### config.mk
export PLATFORM = sky130hd
export DESIGN_NAME = mips_cpu_mem_arbiter_flat
export DESIGN_NICKNAME = d
export VERILOG_FILES = /design/src/rtl/mips_cpu_mem_arbiter_pkg.sv /design/src/rtl/mips_cpu_mem_arbiter_if.sv /design/src/rtl/mips_cpu_mem_arbiter.sv /design/src/flat_wrapper.sv
export SDC_FILE = /design/constraint.sdc
export NUM_CORES = 1
export LEC_CHECK = 0
export ABC_AREA = 1
export ABC_CLOCK_PERIOD_IN_PS = 1800
export CORE_MARGIN = 2
export CORE_UTILIZATION = 41
export DETAILED_ROUTE_END_ITERATION = 16
export PLACE_DENSITY = 0.92
export SYNTH_ARGS = -nofsm -noshare
export SYNTH_HDL_FRONTEND = slang
export SYNTH_SLANG_ARGS = --single-unit
### constraint.sdc
create_clock -name clk -period 1.8 [get_ports clk]
set_input_delay 0.27 -clock clk [delete_from_list [all_inputs] [get_ports clk]]
set_output_delay 0.27 -clock clk [all_outputs]
set_load 0.01 [all_outputs]
### src/rtl/mips_cpu_mem_arbiter_pkg.sv
// Shared definitions for the MIPS CPU memory arbiter: FSM state encoding,
// the full byte-lane mask and the word-alignment helper.
package mips_cpu_pkg;

    typedef enum logic [1:0] {
        IDLE   = 2'b00,
        BUSY_I = 2'b01,
        BUSY_D = 2'b10
    } arb_state_e;

    localparam logic [1:0] ST_IDLE   = IDLE;
    localparam logic [1:0] ST_BUSY_I = BUSY_I;
    localparam logic [1:0] ST_BUSY_D = BUSY_D;

    localparam logic [3:0] BE_ALL = 4'b1111;

    function automatic logic [31:0] word_align(input logic [31:0] addr);
        return {addr[31:2], 2'b00};
    endfunction

endpackage

### src/rtl/mips_cpu_mem_arbiter_if.sv
// Bundle of the instruction port, data port and unified memory bus seen by
// the arbiter (master) and by its surroundings (slave).
interface mips_cpu_mem_arbiter_if;

    logic        i_req;
    logic [31:0] i_addr;
    logic        i_ack;
    logic [31:0] i_rdata;

    logic        d_read;
    logic        d_write;
    logic [31:0] d_addr;
    logic [31:0] d_wdata;
    logic [3:0]  d_byteen;
    logic        d_ack;
    logic [31:0] d_rdata;

    logic [31:0] m_address;
    logic        m_read;
    logic        m_write;
    logic [31:0] m_writedata;
    logic [3:0]  m_byteenable;
    logic        m_waitrequest;
    logic [31:0] m_readdata;

    modport master (
        input  i_req, i_addr, d_read, d_write, d_addr, d_wdata, d_byteen,
               m_waitrequest, m_readdata,
        output i_ack, i_rdata, d_ack, d_rdata,
               m_address, m_read, m_write, m_writedata, m_byteenable
    );

    modport slave (
        output i_req, i_addr, d_read, d_write, d_addr, d_wdata, d_byteen,
               m_waitrequest, m_readdata,
        input  i_ack, i_rdata, d_ack, d_rdata,
               m_address, m_read, m_write, m_writedata, m_byteenable
    );

endinterface

### src/rtl/mips_cpu_mem_arbiter.sv
// Arbitrates instruction fetches and data accesses onto one memory master
// port; data has priority unless the fetch side has been starved too long.
module mips_cpu_mem_arbiter
    import mips_cpu_pkg::*;
#(
    parameter int STARVE_LIMIT = 4
) (
    input  logic                          clk,
    input  logic                          reset,
    mips_cpu_mem_arbiter_if.master        bus
);

    localparam int CNT_W = $clog2(STARVE_LIMIT + 1);
    localparam logic [CNT_W-1:0] CNT_MAX = CNT_W'(STARVE_LIMIT);

    logic [1:0]       state_r;
    logic [CNT_W-1:0] starve_cnt_r;
    logic             i_ack_r;
    logic             d_ack_r;
    logic [31:0]      i_rdata_r;
    logic [31:0]      d_rdata_r;
    logic [31:0]      m_address_r;
    logic             m_read_r;
    logic             m_write_r;
    logic [31:0]      m_writedata_r;
    logic [3:0]       m_byteenable_r;

    logic             d_req_s;
    logic             i_pend_s;
    logic             d_wins_s;
    logic             grant_d_s;
    logic             grant_i_s;
    logic             d_null_s;

    // An acked requester cannot be re-granted in its ack cycle, but a still
    // asserted data request keeps its priority so it is not overtaken early.
    always_comb begin
        d_req_s   = bus.d_read | bus.d_write;
        i_pend_s  = bus.i_req & ~i_ack_r;
        d_wins_s  = 1'b0;
        grant_d_s = 1'b0;
        grant_i_s = 1'b0;
        d_null_s  = 1'b0;
        if (d_req_s && !(i_pend_s && (starve_cnt_r == CNT_MAX))) begin
            d_wins_s = 1'b1;
        end else begin
            d_wins_s = 1'b0;
        end
        if (state_r == ST_IDLE) begin
            grant_d_s = d_wins_s & ~d_ack_r;
            grant_i_s = i_pend_s & ~d_wins_s;
        end else begin
            grant_d_s = 1'b0;
            grant_i_s = 1'b0;
        end
        d_null_s = grant_d_s & bus.d_write & (bus.d_byteen == 4'b0000);
    end

    // FSM, registered bus command, starvation counter, acks and read data
    always_ff @(posedge clk) begin
        if (reset) begin
            state_r        <= ST_IDLE;
            starve_cnt_r   <= '0;
            i_ack_r        <= 1'b0;
            d_ack_r        <= 1'b0;
            i_rdata_r      <= 32'h0000_0000;
            d_rdata_r      <= 32'h0000_0000;
            m_address_r    <= 32'h0000_0000;
            m_read_r       <= 1'b0;
            m_write_r      <= 1'b0;
            m_writedata_r  <= 32'h0000_0000;
            m_byteenable_r <= 4'b0000;
        end else begin
            i_ack_r <= 1'b0;
            d_ack_r <= 1'b0;
            case (state_r)
                ST_IDLE: begin
                    if (grant_d_s) begin
                        if (i_pend_s && (starve_cnt_r != CNT_MAX)) begin
                            starve_cnt_r <= starve_cnt_r + CNT_W'(1);
                        end
                        if (d_null_s) begin
                            d_ack_r <= 1'b1;
                        end else begin
                            state_r        <= ST_BUSY_D;
                            m_address_r    <= word_align(bus.d_addr);
                            m_read_r       <= ~bus.d_write;
                            m_write_r      <= bus.d_write;
                            m_writedata_r  <= bus.d_wdata;
                            m_byteenable_r <= bus.d_write ? bus.d_byteen : BE_ALL;
                        end
                    end else if (grant_i_s) begin
                        starve_cnt_r   <= '0;
                        state_r        <= ST_BUSY_I;
                        m_address_r    <= word_align(bus.i_addr);
                        m_read_r       <= 1'b1;
                        m_write_r      <= 1'b0;
                        m_byteenable_r <= BE_ALL;
                    end
                end
                ST_BUSY_I: begin
                    if (!bus.m_waitrequest) begin
                        i_rdata_r <= bus.m_readdata;
                        i_ack_r   <= 1'b1;
                        m_read_r  <= 1'b0;
                        m_write_r <= 1'b0;
                        state_r   <= ST_IDLE;
                    end
                end
                ST_BUSY_D: begin
                    if (!bus.m_waitrequest) begin
                        d_rdata_r <= bus.m_readdata;
                        d_ack_r   <= 1'b1;
                        m_read_r  <= 1'b0;
                        m_write_r <= 1'b0;
                        state_r   <= ST_IDLE;
                    end
                end
                default: begin
                    m_read_r  <= 1'b0;
                    m_write_r <= 1'b0;
                    state_r   <= ST_IDLE;
                end
            endcase
        end
    end

    assign bus.i_ack        = i_ack_r;
    assign bus.i_rdata      = i_rdata_r;
    assign bus.d_ack        = d_ack_r;
    assign bus.d_rdata      = d_rdata_r;
    assign bus.m_address    = m_address_r;
    assign bus.m_read       = m_read_r;
    assign bus.m_write      = m_write_r;
    assign bus.m_writedata  = m_writedata_r;
    assign bus.m_byteenable = m_byteenable_r;

endmodule

### src/flat_wrapper.sv
// flat-port wrapper written by rule: the top's interface ports become plain ports
module mips_cpu_mem_arbiter_flat import mips_cpu_pkg::*;
#(
    parameter int STARVE_LIMIT = 4
)
  (clk, reset, bus_i_req, bus_i_addr, bus_d_read, bus_d_write, bus_d_addr, bus_d_wdata, bus_d_byteen, bus_m_waitrequest, bus_m_readdata, bus_i_ack, bus_i_rdata, bus_d_ack, bus_d_rdata, bus_m_address, bus_m_read, bus_m_write, bus_m_writedata, bus_m_byteenable);
  mips_cpu_mem_arbiter_if bus_i ();
  input  logic clk;
  input  logic reset;
  input wire logic [$bits(bus_i.i_req)-1:0] bus_i_req;
  input wire logic [$bits(bus_i.i_addr)-1:0] bus_i_addr;
  input wire logic [$bits(bus_i.d_read)-1:0] bus_d_read;
  input wire logic [$bits(bus_i.d_write)-1:0] bus_d_write;
  input wire logic [$bits(bus_i.d_addr)-1:0] bus_d_addr;
  input wire logic [$bits(bus_i.d_wdata)-1:0] bus_d_wdata;
  input wire logic [$bits(bus_i.d_byteen)-1:0] bus_d_byteen;
  input wire logic [$bits(bus_i.m_waitrequest)-1:0] bus_m_waitrequest;
  input wire logic [$bits(bus_i.m_readdata)-1:0] bus_m_readdata;
  output wire logic [$bits(bus_i.i_ack)-1:0] bus_i_ack;
  output wire logic [$bits(bus_i.i_rdata)-1:0] bus_i_rdata;
  output wire logic [$bits(bus_i.d_ack)-1:0] bus_d_ack;
  output wire logic [$bits(bus_i.d_rdata)-1:0] bus_d_rdata;
  output wire logic [$bits(bus_i.m_address)-1:0] bus_m_address;
  output wire logic [$bits(bus_i.m_read)-1:0] bus_m_read;
  output wire logic [$bits(bus_i.m_write)-1:0] bus_m_write;
  output wire logic [$bits(bus_i.m_writedata)-1:0] bus_m_writedata;
  output wire logic [$bits(bus_i.m_byteenable)-1:0] bus_m_byteenable;
  assign bus_i.i_req = bus_i_req;
  assign bus_i.i_addr = bus_i_addr;
  assign bus_i.d_read = bus_d_read;
  assign bus_i.d_write = bus_d_write;
  assign bus_i.d_addr = bus_d_addr;
  assign bus_i.d_wdata = bus_d_wdata;
  assign bus_i.d_byteen = bus_d_byteen;
  assign bus_i.m_waitrequest = bus_m_waitrequest;
  assign bus_i.m_readdata = bus_m_readdata;
  assign bus_i_ack = bus_i.i_ack;
  assign bus_i_rdata = bus_i.i_rdata;
  assign bus_d_ack = bus_i.d_ack;
  assign bus_d_rdata = bus_i.d_rdata;
  assign bus_m_address = bus_i.m_address;
  assign bus_m_read = bus_i.m_read;
  assign bus_m_write = bus_i.m_write;
  assign bus_m_writedata = bus_i.m_writedata;
  assign bus_m_byteenable = bus_i.m_byteenable;
  mips_cpu_mem_arbiter #(.STARVE_LIMIT(STARVE_LIMIT)) u_core (.clk(clk), .reset(reset), .bus(bus_i));
endmodule
## Word-level counts from Yosys, hierarchy flattened

Cells that the tools add are included.

| storage, ports and cells | value |
|---|---|
| flip-flop bits (word level) | 141 |
| output and inout bits | 136 |

| operators by class | value |
|---|---|
| $add $sub $neg | 1 |
| equal/unequal tests | 9 |
| mux-type cells | 31 |
| bitwise logic cells | 13 |
| reductions and logical operators | 15 |

Operators by type and width:

| cell | number |
|---|---|
| 2-to-1 mux 32 bit | 3 |
| 2-to-1 mux 4 bit | 4 |
| 2-to-1 mux 1 bit | 13 |
| AND reduction 3 bit | 4 |
| 2-to-1 mux 3 bit | 3 |
| 2-to-1 mux 2 bit | 4 |
| inverter 1 bit | 7 |
| inequality test 2 bit, second input constant | 3 |
| inequality test 3 bit, second input constant | 2 |
| case mux 1 bit (2 select lines) | 3 |
| AND 1 bit | 5 |
| logical NOT 4 bit | 1 |
| case mux 2 bit (2 select lines) | 1 |
| AND reduction 2 bit | 2 |
| OR reduction 2 bit | 2 |
| adder 3 x 1 -> 3 bit, second input constant | 1 |
| equality test 3 bit, second input constant | 1 |
| logical AND 1 bit | 3 |
| inequality test 3 x 1 -> 1 bit, second input constant | 1 |
| equality test 2 x 1 -> 1 bit, second input constant | 1 |
| equality test 2 bit, second input constant | 1 |
| logical NOT 2 bit | 1 |
| nonzero test 2 bit | 1 |
| logical NOT 1 bit | 1 |
| OR 1 bit | 1 |

## Depth between registers and ports, before layout

Gate-level depths: netlist of run 1.

| depth | value |
|---|---|
| depth after elaboration | 13 |
| mapped depth | 13 |
| mapped depth without buffers | 12 |

## Worst setup path before layout of run 1

OpenSTA, ideal clock, no wires.

| timing path | value |
|---|---|
| kind | flip-flop to flip-flop |
| start | reg u_core.starve_cnt_r[0] |
| end | reg u_core.m_writedata_r[10] (netlist: u_core.bus.m_writedata[10]) |
| library setup time | 117 ps |
| arrival | 1504 ps |
| required time | 1683 ps |
| setup slack | 179 ps |
| stages on the path, launching flop included | 13 |
| path buffers | 2 |
| period minus slack after synthesis | 1621 ps |
| cells stage by stage | dfxtp_1 inv_1 ha_1 nand2_1 inv_1 nand2_1 nand3_2 nor2_4 nand3b_2 buf_6 buf_6 a21oi_2 nor2_1 |

| between the ends | value |
|---|---|
| cells in the longest elaborated chain, start to end | 11 |

Ends and longest elaborated chain:

| what | line | RTL |
|---|---|---|
| start, declared | mips_cpu_mem_arbiter.sv:17 | `logic [CNT_W-1:0] starve_cnt_r;` |
| start signal, assigned | mips_cpu_mem_arbiter.sv:80 | `starve_cnt_r <= starve_cnt_r + CNT_W'(1);` |
| equality test 3 bit * | mips_cpu_mem_arbiter.sv:44 | `if (d_req_s && !(i_pend_s && (starve_cnt_r == CNT_MAX))) begin` |
| logical AND 1 bit * | mips_cpu_mem_arbiter.sv:44 |  |
| logical NOT 1 bit * | mips_cpu_mem_arbiter.sv:44 |  |
| logical AND 1 bit * | mips_cpu_mem_arbiter.sv:44 |  |
| 2-to-1 mux 1 bit * | mips_cpu_mem_arbiter.sv:44 |  |
| AND 1 bit * | mips_cpu_mem_arbiter.sv:50 | `grant_d_s = d_wins_s & ~d_ack_r;` |
| 2-to-1 mux 1 bit * | mips_cpu_mem_arbiter.sv:49 | `if (state_r == ST_IDLE) begin` |
| AND 1 bit (2 in series) | mips_cpu_mem_arbiter.sv:56 | `d_null_s = grant_d_s & bus.d_write & (bus.d_byteen == 4'b0000);` |
| inverter 1 bit (no line) | -- |  |
| AND reduction 3 bit (no line) * | -- |  |
| end signal, assigned | mips_cpu_mem_arbiter.sv:89 | `m_writedata_r <= bus.d_wdata;` |
| end, declared | mips_cpu_mem_arbiter.sv:25 | `logic [31:0] m_writedata_r;` |

Every way passes the cells marked *; elsewhere a longest branch is shown, timed or not.
A chain may end at the register's enable or synchronous reset.

## Worst setup path in the final report of run 1

| timing path | value |
|---|---|
| start | reg u_core.starve_cnt_r[1] |
| end | reg u_core.m_address_r[3] (netlist: u_core.bus.m_address[3]) |

| between the ends | value |
|---|---|
| cells in the longest elaborated chain, start to end | 11 |
| elaborated cells on any way between the ends | 16 |
| classes of those cells | 2 x eq/ne; 4 x mux; 5 x bitwise; 5 x reduce/logical |

Ends and longest elaborated chain:

| what | line | RTL |
|---|---|---|
| equality test 3 bit * | mips_cpu_mem_arbiter.sv:44 |  |
| logical AND 1 bit * | mips_cpu_mem_arbiter.sv:44 |  |
| logical NOT 1 bit * | mips_cpu_mem_arbiter.sv:44 |  |
| logical AND 1 bit * | mips_cpu_mem_arbiter.sv:44 |  |
| 2-to-1 mux 1 bit * | mips_cpu_mem_arbiter.sv:44 |  |
| AND 1 bit | mips_cpu_mem_arbiter.sv:50 |  |
| 2-to-1 mux 1 bit | mips_cpu_mem_arbiter.sv:49 |  |
| AND 1 bit (2 in series) | mips_cpu_mem_arbiter.sv:56 |  |
| inequality test 2 bit (no line) | -- |  |
| AND reduction 3 bit (no line) | -- |  |
| end signal, assigned | mips_cpu_mem_arbiter.sv:86 | `m_address_r <= word_align(bus.d_addr);` |
| end signal, assigned | mips_cpu_mem_arbiter.sv:95 | `m_address_r <= word_align(bus.i_addr);` |
| end, declared | mips_cpu_mem_arbiter.sv:22 | `logic [31:0] m_address_r;` |

Marked as above.

==> results of run 1 <==
[kinds of logic (layout without fill, tap and decap cells)]
kind of cell             count (synthesis)  after routing  synth area share [%]
adder cells (fa/ha/maj)                  5              5                 1.092
buffers and inverters                   99            383                 8.124
AND/OR/NAND/NOR                        426            426                 28.87
flip-flops                             139            139                 48.57
XOR/XNOR                                 1              1                0.1529
AO/OA/AOI/OAI                          142            142                 13.13
other                                    1              2               0.06545
[power groups by stage]
stage / registers, W / logic, W / clock network, W
5_1_grt: 0.00470 / 0.00746 / 0.00373
3_3_place_gp: 0.00457 / 0.00604 / 0
3_5_place_dp: 0.00462 / 0.00618 / 0
4_1_cts: 0.00458 / 0.00670 / 0.00358
6_report: 0.00460 / 0.00687 / 0.00353
2_1_floorplan: 0.00505 / 0.00267 / 0
[path summary, 6_finish.rpt]
check / to / slack [ns] / depth (start not counted)
max: u_core.bus.m_address[3] / 0.05 / 13
min: u_core.bus.m_writedata[26] / 0.46 / 2
max reg2reg: u_core.bus.m_address[3] / 0.05 / 13
min reg2reg: u_core.bus.m_writedata[26] / 0.46 / 2
[critical path: stages, from the launching register on]
cell,delay (ns)
dfxtp_2,0.35
inv_2,0.05
ha_4,0.15
nand2_4,0.05
inv_2,0.04
nand2_4,0.07
nand3_4,0.07
nor2_4,0.17
nand3b_4,0.14
nand2_8,0.11
buf_6,0.17
nand2_1,0.08
nand2_1,0.10
nor2_1,0.06
[metal layers]
layer,global-route usage (%),up-vias,wire [um]
met1,24.32,2789,6922
met5,0,-,0
met3,10.92,37,2140
met4,9.842,0,467
li1,-,3079,-
met2,42.78,259,9568
[flip-flops by register name (all words and copies together), names as in the netlist]
register and flops:
u_core.state_r 2, u_core.bus.i_ack 1, u_core.bus.m_byteenable 4, u_core.bus.d_rdata 32, u_core.bus.m_address 30, u_core.starve_cnt_r 3
u_core.bus.m_read 1, u_core.bus.m_writedata 32, u_core.bus.m_write 1, u_core.bus.i_rdata 32, u_core.bus.d_ack 1
[cells in the final DEF, fill, tap and decap left out, types with 2 or more instances in the layout]
cell type        count
o21ai_1             13
nand2_1            166
a21oi_2             11
nor2_1             233
clkinv_2             2
inv_2                3
inv_1               43
buf_6                2
buf_16               2
inv_6                3
bufinv_16            2
buf_12              11
clkinv_4             5
clkdlybuf4s50_1    267
ha_1                 3
buf_4               20
clkinvlp_4           2
nand4_1              2
nand2_2              6
clkbuf_16           19
nand3_1             10
ha_4                 2
o21ai_0             84
dfxtp_2              2
dfxtp_1            137
nand2_4              3
a21oi_1             33
conb_1               2
[layout make-up]
class                      instances  area share [%]
clock buffer                      18           4.604
clock inverter                    14           1.692
inverter                          47           1.863
multi-input combinational        576           27.04
sequential                       139           29.20
tap                              180           2.361
timing repair buffer             304           33.24
[through the flow]
step                TNS [ns]  hold WS [ns]
finish                     0        0.4647
global route         -0.1377        0.4692
CTS                 -0.09277        0.4663
detailed placement    -10.87        0.4538
global placement      -6.997        0.4472
floorplan                  0        0.3391
[repair_timing]
item / CTS / global route
resized for setup: 19 / 24
hold buffers: 0 / 0
endpoints found under the setup margin: 52 / 71
gates cloned: 3 / 2
setup buffers: 5 / 1
pin swaps: 3 / 5
==> results.toml, run 1 <==
[logic_synthesis]
syn-cell-area_um2 = 5729
synth_ff_type = "dfxtp_1"
synth.avg_cell_area_um2 = 7.047
yosysMostFrequentCell = "nor2_1"
seq_area_frac_synth_pct = 48.57
yosys-top-cells-area = "dfxtp_1 49%, nor2_1 15%, nand2_1 11%"
ys_types = 23
syn_inst = 813
synth_edf_count = 0
ys_ff_latch = 139
ys_top_cells_by_count = "234 x nor2_1, 173 x nand2_1, 139 x dfxtp_1"
synth_top_area_share_pct = 48.57
yosysTopAreaCell = "dfxtp_1"
async_flop_share_pct = 0
yosysWarnings = 0

[layout]
seqCellArea_um2 = 2785
fin_area_um2 = 9538
drive_above_1_share_pct = 9.472
nNetsFinal = 1228
finalCoreUtilization_pct = 69.25
multiInputGateArea_um2 = 2579
syn2layout_area_growth_pct = 66.48
diodes = 0
num-fill-cells = 1036
instances_no_fill = 1278

[die]
start_util_pct = 41.60
placeableCoreArea_um2 = 13770
io_pins = 274
die_x_um = 122.2
dieArea_um2 = 14940
dieHeight_um = 122.2
rows = 43

[pwr]
power_w = 0.01499
pwr-share-clk_pct = 23.5
combPwrFrac_pct = 45.8
p_leak_nw = 4.047
intPower_w = 0.009658
seqPwrFrac_pct = 30.7
switching_share_pct = 35.58
ir_drop_mv = 0.7687
p_sw_w = 0.005335
powerDensity_nw_per_um2 = 1572

[setup_path]
path_class = "register to register"
r2r_start = "u_core.starve_cnt_r[1]"
cp_max_fo = 13
cp-end-kind = "register"
cp.arrival_ns = 2.05
cp.required_ns = 2.10
start_kind = "register"
cp-startpoint = "u_core.starve_cnt_r[1]"

[placed_design]
pre_cts_slack_ns = -0.2005
finalWeightedCongestion = 0.7855
placedCellCount = 1237
io_buffer_count = 267
dp_hpwl_mm = 12.54
postPlaceCellArea_um2 = 8678

[route]
vias_per_cell = 4.823
drt-pass1-iter-count = 4
wire_per_inst_um = 14.94
detail-route-antenna-nets = 0
drt_wl_total_mm = 19.10
drc = 0
drt_iter0_markers = 341
vias = 6164

[worst_hold_path]
worstHoldStart = "u_core.bus.m_writedata[26]"
hold_class = "register to register"

[timing]
drv_slew = 0
fin_ws_ns = 0.05056
min_period_ns = 1.749
finalClockSkew_ns = 0.009519
clock.fmax_ghz = 0.5716
period_share_pct = 97.19
hold_viol = 0
setup-violations-final = 0

[global_routing]
grt_pass1_wl_mm = 28.03
grt_pass1_vias = 5872
grt_max_degree = 85
grt_use_total_pct = 24.04
overflow = 0
antenna_found_initial = 0

[clock_tree]
cts.sinks = 139
cts_tree = "done"
clock_latency_ns = 0.41
cts.clk_slew.worst_paths_ns = 0.06
cts_max_path_buffers = 2
htree_levels = 4
clockRootBuffer = "clkbuf_16"
cts_buffers = 17

[job]
cap_violations = 0

[status]
status = "finished, final reports clean"
No activity file was read; power rests on OpenSTA's default activity.
==> run 2, diff against run 1 <==
- ABC_CLOCK_PERIOD_IN_PS: 1800 -> 2130
- CORE_UTILIZATION: 41 -> 44
- PLACE_DENSITY: 0.92 -> 0.95
- clock period: 1.8 -> 2.13 ns (I/O delays scaled with it)
==> run 2 against run 1 <==
  * Worst hold slack better by 0.0031 ns
  * Combinational power is 25% lower
  * Worst setup slack better by 0.052 ns
  * Routed wire length is 5.5% lower
  * Die area is 6.6% lower
  * Count of clock-buffer cells in the layout stayed put
==> results.toml, run 2 (synthesis gave the netlist of run 1 again) <==
[layout]
diodes = 0
finalCoreUtilization_pct = 72.24
syn2layout_area_growth_pct = 59.77
drive_above_1_share_pct = 6.475
layout_commonest_cell = "clkdlybuf4s50_1"
num-fill-cells = 888
nNetsFinal = 1211
final_cell_mix = "267 x clkdlybuf4s50_1, 234 x nor2_1, 173 x nand2_1"

[die]
dieArea_um2 = 13950
io_pins = 274
placeableCoreArea_um2 = 12670
dieHeight_um = 118.1
start_util_pct = 45.22
rows = 41
die_x_um = 118.1

[global_routing]
grt_max_degree = 80
grt_use_total_pct = 25.57
overflow = 0
grt_pass1_vias = 6036
gr-usage-met2_pct = 45.63
grt_util_met1_pct = 26.84
use_met3_pct = 9.593
antenna_found_initial = 0
busiest_layer = "met2"
grt_pass1_wl_mm = 28.95

[timing]
hold_viol = 0
min_period_ns = 2.028
period_share_pct = 95.20
drv_slew = 0
clock.fmax_ghz = 0.4931
tns_ns = 0
hold_ws_ns = 0.4678
finalClockSkew_ns = 0.007485
setup-violations-final = 0

[route]
detail-route-antenna-nets = 0
drc = 0
drt_iter0_markers = 321
vias = 6079
drt_wl_total_mm = 18.06
drt-pass1-iter-count = 5
wire_per_inst_um = 14.41
vias_per_cell = 4.852

[setup_path]
cp-end-kind = "register"
cp.arrival_ns = 2.36
reg2reg_depth = 13
cp.required_ns = 2.47
r2r_start = "u_core.starve_cnt_r[0]"
path_class = "register to register"
regToRegSetupSlack_ns = 0.10
r2r_end = "u_core.bus.m_address[13]"
start_kind = "register"
cp_max_fo = 54

[placed_design]
dp_hpwl_mm = 12.72
io_buffer_count = 267
finalWeightedCongestion = 0.8098

[clock_tree]
clockRootBuffer = "clkbuf_16"
clock_latency_ns = 0.42
cts.hold.buffers_added = 0
cts_resized = 0
cts_buffers = 17
postCtsSetupRepairBufs = 0
cts.clk_slew.worst_paths_ns = 0.06
cts_tree = "done"
htree_levels = 4
cts.sinks = 139
cts_max_path_buffers = 2

[pwr]
p_leak_nw = 3.883
ir_drop_mv = 0.7375
power_w = 0.01191
powerDensity_nw_per_um2 = 1301

[worst_hold_path]
worstHoldStart = "u_core.bus.m_writedata[19]"
holdPathStages = 2
hold_end = "u_core.bus.m_writedata[19]"
hold_class = "register to register"

[job]
cap_violations = 0

[status]
status = "finished, final reports clean"
==> run 2: worst max path at each step <==
stage                                       from  cells past startpoint                         end
after floorplan           u_core.starve_cnt_r[0]                     12  u_core.bus.m_writedata[10]
after global placement               bus_d_write                     11    u_core.bus.m_address[31]
after detailed placement             bus_d_write                     11     u_core.bus.m_address[9]
after CTS                 u_core.starve_cnt_r[0]                     13    u_core.bus.m_address[11]
after global routing      u_core.starve_cnt_r[0]                     13    u_core.bus.m_address[13]
final                     u_core.starve_cnt_r[0]                     13    u_core.bus.m_address[13]
==> run 2: worst max-delay path, cell delays in order, from the launching register on <==
cell,delay (ns)
dfxtp_1,0.38
inv_1,0.09
ha_1,0.20
nand2_1,0.08
inv_1,0.04
nand2_1,0.11
nand3_2,0.11
nor2_4,0.13
buf_4,0.17
buf_12,0.24
nand2_1,0.08
nand2_1,0.06
nor2_1,0.04
nor2_1,0.16
==> run 2: where the power goes <==
part | internal (W) | leakage (nW) | switching [W]
Clock | 0.00173 | 0.285 | 0.00114
Sequential | 0.00343 | 1.14 | 0.000442
Combinational | 0.00254 | 2.45 | 0.00264
==> run 2: per-stage QoR <==
step           setup slack [ns]  cells  cell area, um^2
2_1_floorplan            0.5092    814             5733
3_3_place_gp             0.1020   1220             8549
3_5_place_dp            0.04718   1220             8549
4_1_cts                  0.1199   1252             9124
5_1_grt              -0.0004521   1253             9154
6_report                 0.1022   1253             9154
==> run 2: layer usage <==
| layer | share of wire (%) | vias up |
|---|---|---|
| met4 | 2.6 | 0 |
| met2 | 51 | 238 |
| met1 | 38 | 2750 |
| met3 | 9.0 | 42 |
| li1 | - | 3049 |
| met5 | 0 | - |
==> run 2: final cells by class <==
class                      instances  area, um^2  area share (%)
multi-input combinational        576        2490           27.20
timing repair buffer             287        2915           31.85
sequential                       139        2783           30.40
clock inverter                    14       145.1           1.586
clock buffer                      18       429.2           4.688
inverter                          47       176.4           1.927
tap                              172       215.2           2.351
==> run 3, diff against run 2 <==
--- a/constraint.sdc
+++ b/constraint.sdc
@@ -3,2 +3,2 @@
 set_output_delay 0.3195 -clock clk [all_outputs]
-set_load 0.01 [all_outputs]
+set_load 0.05 [all_outputs]
==> run 3 against run 2 <==
  * Clock power is 6% higher
  * Routed wire length up 3.3%
  * Combinational power up 47%
  * Cell count unchanged
  * Critical path type is now register to primary output
==> results.toml, run 3 (synthesis gave the netlist of run 1 again) <==
[route]
drc = 0
dr.max_layer_used = "met4"
drt-pass1-iter-count = 5
drt_iter0_markers = 349
drt_wl_total_mm = 18.66
wl_met3_mm = 1.675
detail-route-antenna-nets = 0
wl_met2_mm = 9.471
vias_per_cell = 4.975
met1Wirelength_mm = 6.925
vias = 6234
wire_per_inst_um = 14.89

[die]
start_util_pct = 45.22
placeableCoreArea_um2 = 12670
die_x_um = 118.1
io_pins = 274
dieArea_um2 = 13950
dieHeight_um = 118.1
rows = 41

[timing]
hold_ws_ns = 0.4622
worst_pin_slew_ns = 0.5833
finalClockSkew_ns = 0.007271
slew_headroom_pct = 60.99
setup-violations-final = 0
clock.fmax_ghz = 0.5095
hold_viol = 0
tns_ns = 0
min_period_ns = 1.963
period_share_pct = 92.15
drv_slew = 0
fin_ws_ns = 0.1672
grt_setup_unrepaired = "false"

[clock_tree]
postCtsSetupRepairBufs = 0
cts.hold.buffers_added = 0
cts.clk_slew.worst_paths_ns = 0.06
cts_tree = "done"
htree_levels = 4
cts_buffers = 17
clock_latency_ns = 0.42
cts.sinks = 139
clockRootBuffer = "clkbuf_16"
cts_max_path_buffers = 2
cts_resized = 0

[setup_path]
reg2reg_depth = 13
start_kind = "register"
crit_slowest_cell = "clkdlybuf4s50_1"
r2r_start = "u_core.starve_cnt_r[0]"
path_buf_inv = 1
path_delay_family = "buffers and inverters"
regToRegSetupSlack_ns = 0.18
cp-end-kind = "primary output"
path_cells = "clkdlybuf4s50_1"
cp.required_ns = 1.81
path_class = "register to primary output"
r2r_end = "u_core.bus.m_address[19]"
cp.arrival_ns = 1.64
cpPeakStageDelay_ns = 0.87
cp_max_fo = 2

[layout]
layout_commonest_cell = "clkdlybuf4s50_1"
diodes = 0
final_cell_mix = "266 x clkdlybuf4s50_1, 234 x nor2_1, 173 x nand2_1"
syn2layout_area_growth_pct = 60.32
drive_above_1_share_pct = 6.568
nNetsFinal = 1211
num-fill-cells = 890

[pwr]
powerDensity_nw_per_um2 = 1582
intPower_w = 0.007835
ir_drop_mv = 0.9122
seqPwrFrac_pct = 26.6
combPwrFrac_pct = 52.4
switching_share_pct = 46.08
p_sw_w = 0.006696
pwr-share-clk_pct = 21.0
p_leak_nw = 3.886

[worst_hold_path]
hold_end = "u_core.bus.m_writedata[27]"
holdPathStages = 2
worstHoldStart = "u_core.bus.m_writedata[27]"
hold_class = "register to register"

[global_routing]
grt_pass1_wl_mm = 29.35
antenna_found_initial = 0
grt_use_total_pct = 26.01
grt_max_degree = 80
grt_pass1_vias = 6162
overflow = 0

[status]
status = "finished, final reports clean"

[job]
cap_violations = 0

[placed_design]
dp_hpwl_mm = 12.89
pre_cts_slack_ns = 0.02586
finalWeightedCongestion = 0.8081
io_buffer_count = 267
-- run 3: cell count changes in the layout (fill, tap and decap cells not counted), sizes merged --
cell,delta
buf,+1
bufinv,+1
clkbuf,+1
clkdlybuf4s50,-1
clkinv,-6
clkinvlp,+3
inv,+1
-- run 3: layout make-up --
| cell class | count | area, um^2 | area share [%] |
|---|---|---|---|
| clock buffers | 19 | 442.9 | 4.822 |
| clock inverters | 13 | 165.2 | 1.798 |
| multi-input cells | 576 | 2490 | 27.11 |
| inverters | 47 | 176.4 | 1.921 |
| flip-flops and latches | 139 | 2783 | 30.30 |
| repair buffers | 287 | 2913 | 31.71 |
| well taps | 172 | 215.2 | 2.343 |
-- run 3: per-stage QoR --
| step | power [W] | cells | cell area [um^2] | util (%) |
|---|---|---|---|---|
| after global routing | 0.01525 | 1253 | 9185 | 72.49 |
| after detailed placement | 0.01139 | 1220 | 8547 | 67.45 |
| final | 0.01453 | 1253 | 9185 | 72.49 |
| after global placement | 0.01118 | 1220 | 8547 | 67.45 |
| after CTS | 0.01449 | 1252 | 9155 | 72.25 |
| after floorplan | 0.008932 | 814 | 5733 | - |
-- run 3: power by group through the flow --
stage | logic [W] | clock network (W) | registers [W]
after floorplan | 0.00227 | 0 | 0.00666
after global placement | 0.00732 | 0 | 0.00386
after detailed placement | 0.00747 | 0 | 0.00391
after CTS | 0.00754 | 0.00308 | 0.00387
after global routing | 0.00807 | 0.00321 | 0.00397
final | 0.00761 | 0.00305 | 0.00387
-- run 3: how the worst max path moves through the flow --
stage	from	endpoint	slack, ns	depth (start not counted)
floorplan	u_core.bus.i_ack	u_core.bus.m_writedata[10]	0.43	9
global placement	bus_d_write	u_core.bus.m_address[31]	0.1	11
detailed placement	bus_d_write	u_core.bus.m_address[28]	0.03	11
CTS	u_core.starve_cnt_r[0]	u_core.bus.m_address[13]	0.15	13
global route	u_core.starve_cnt_r[0]	u_core.state_r[0]	0.05	13
finish	u_core.bus.d_rdata[1]	bus_d_rdata[1]	0.17	1
-- run 3: routing by layer --
layer / GRT usage (%) / vias to the layer above
li1: - / 3046
met1: 26.43 / 2856
met2: 46.93 / 288
met3: 9.932 / 44
met4: 11.67 / 0
met5: 0 / -
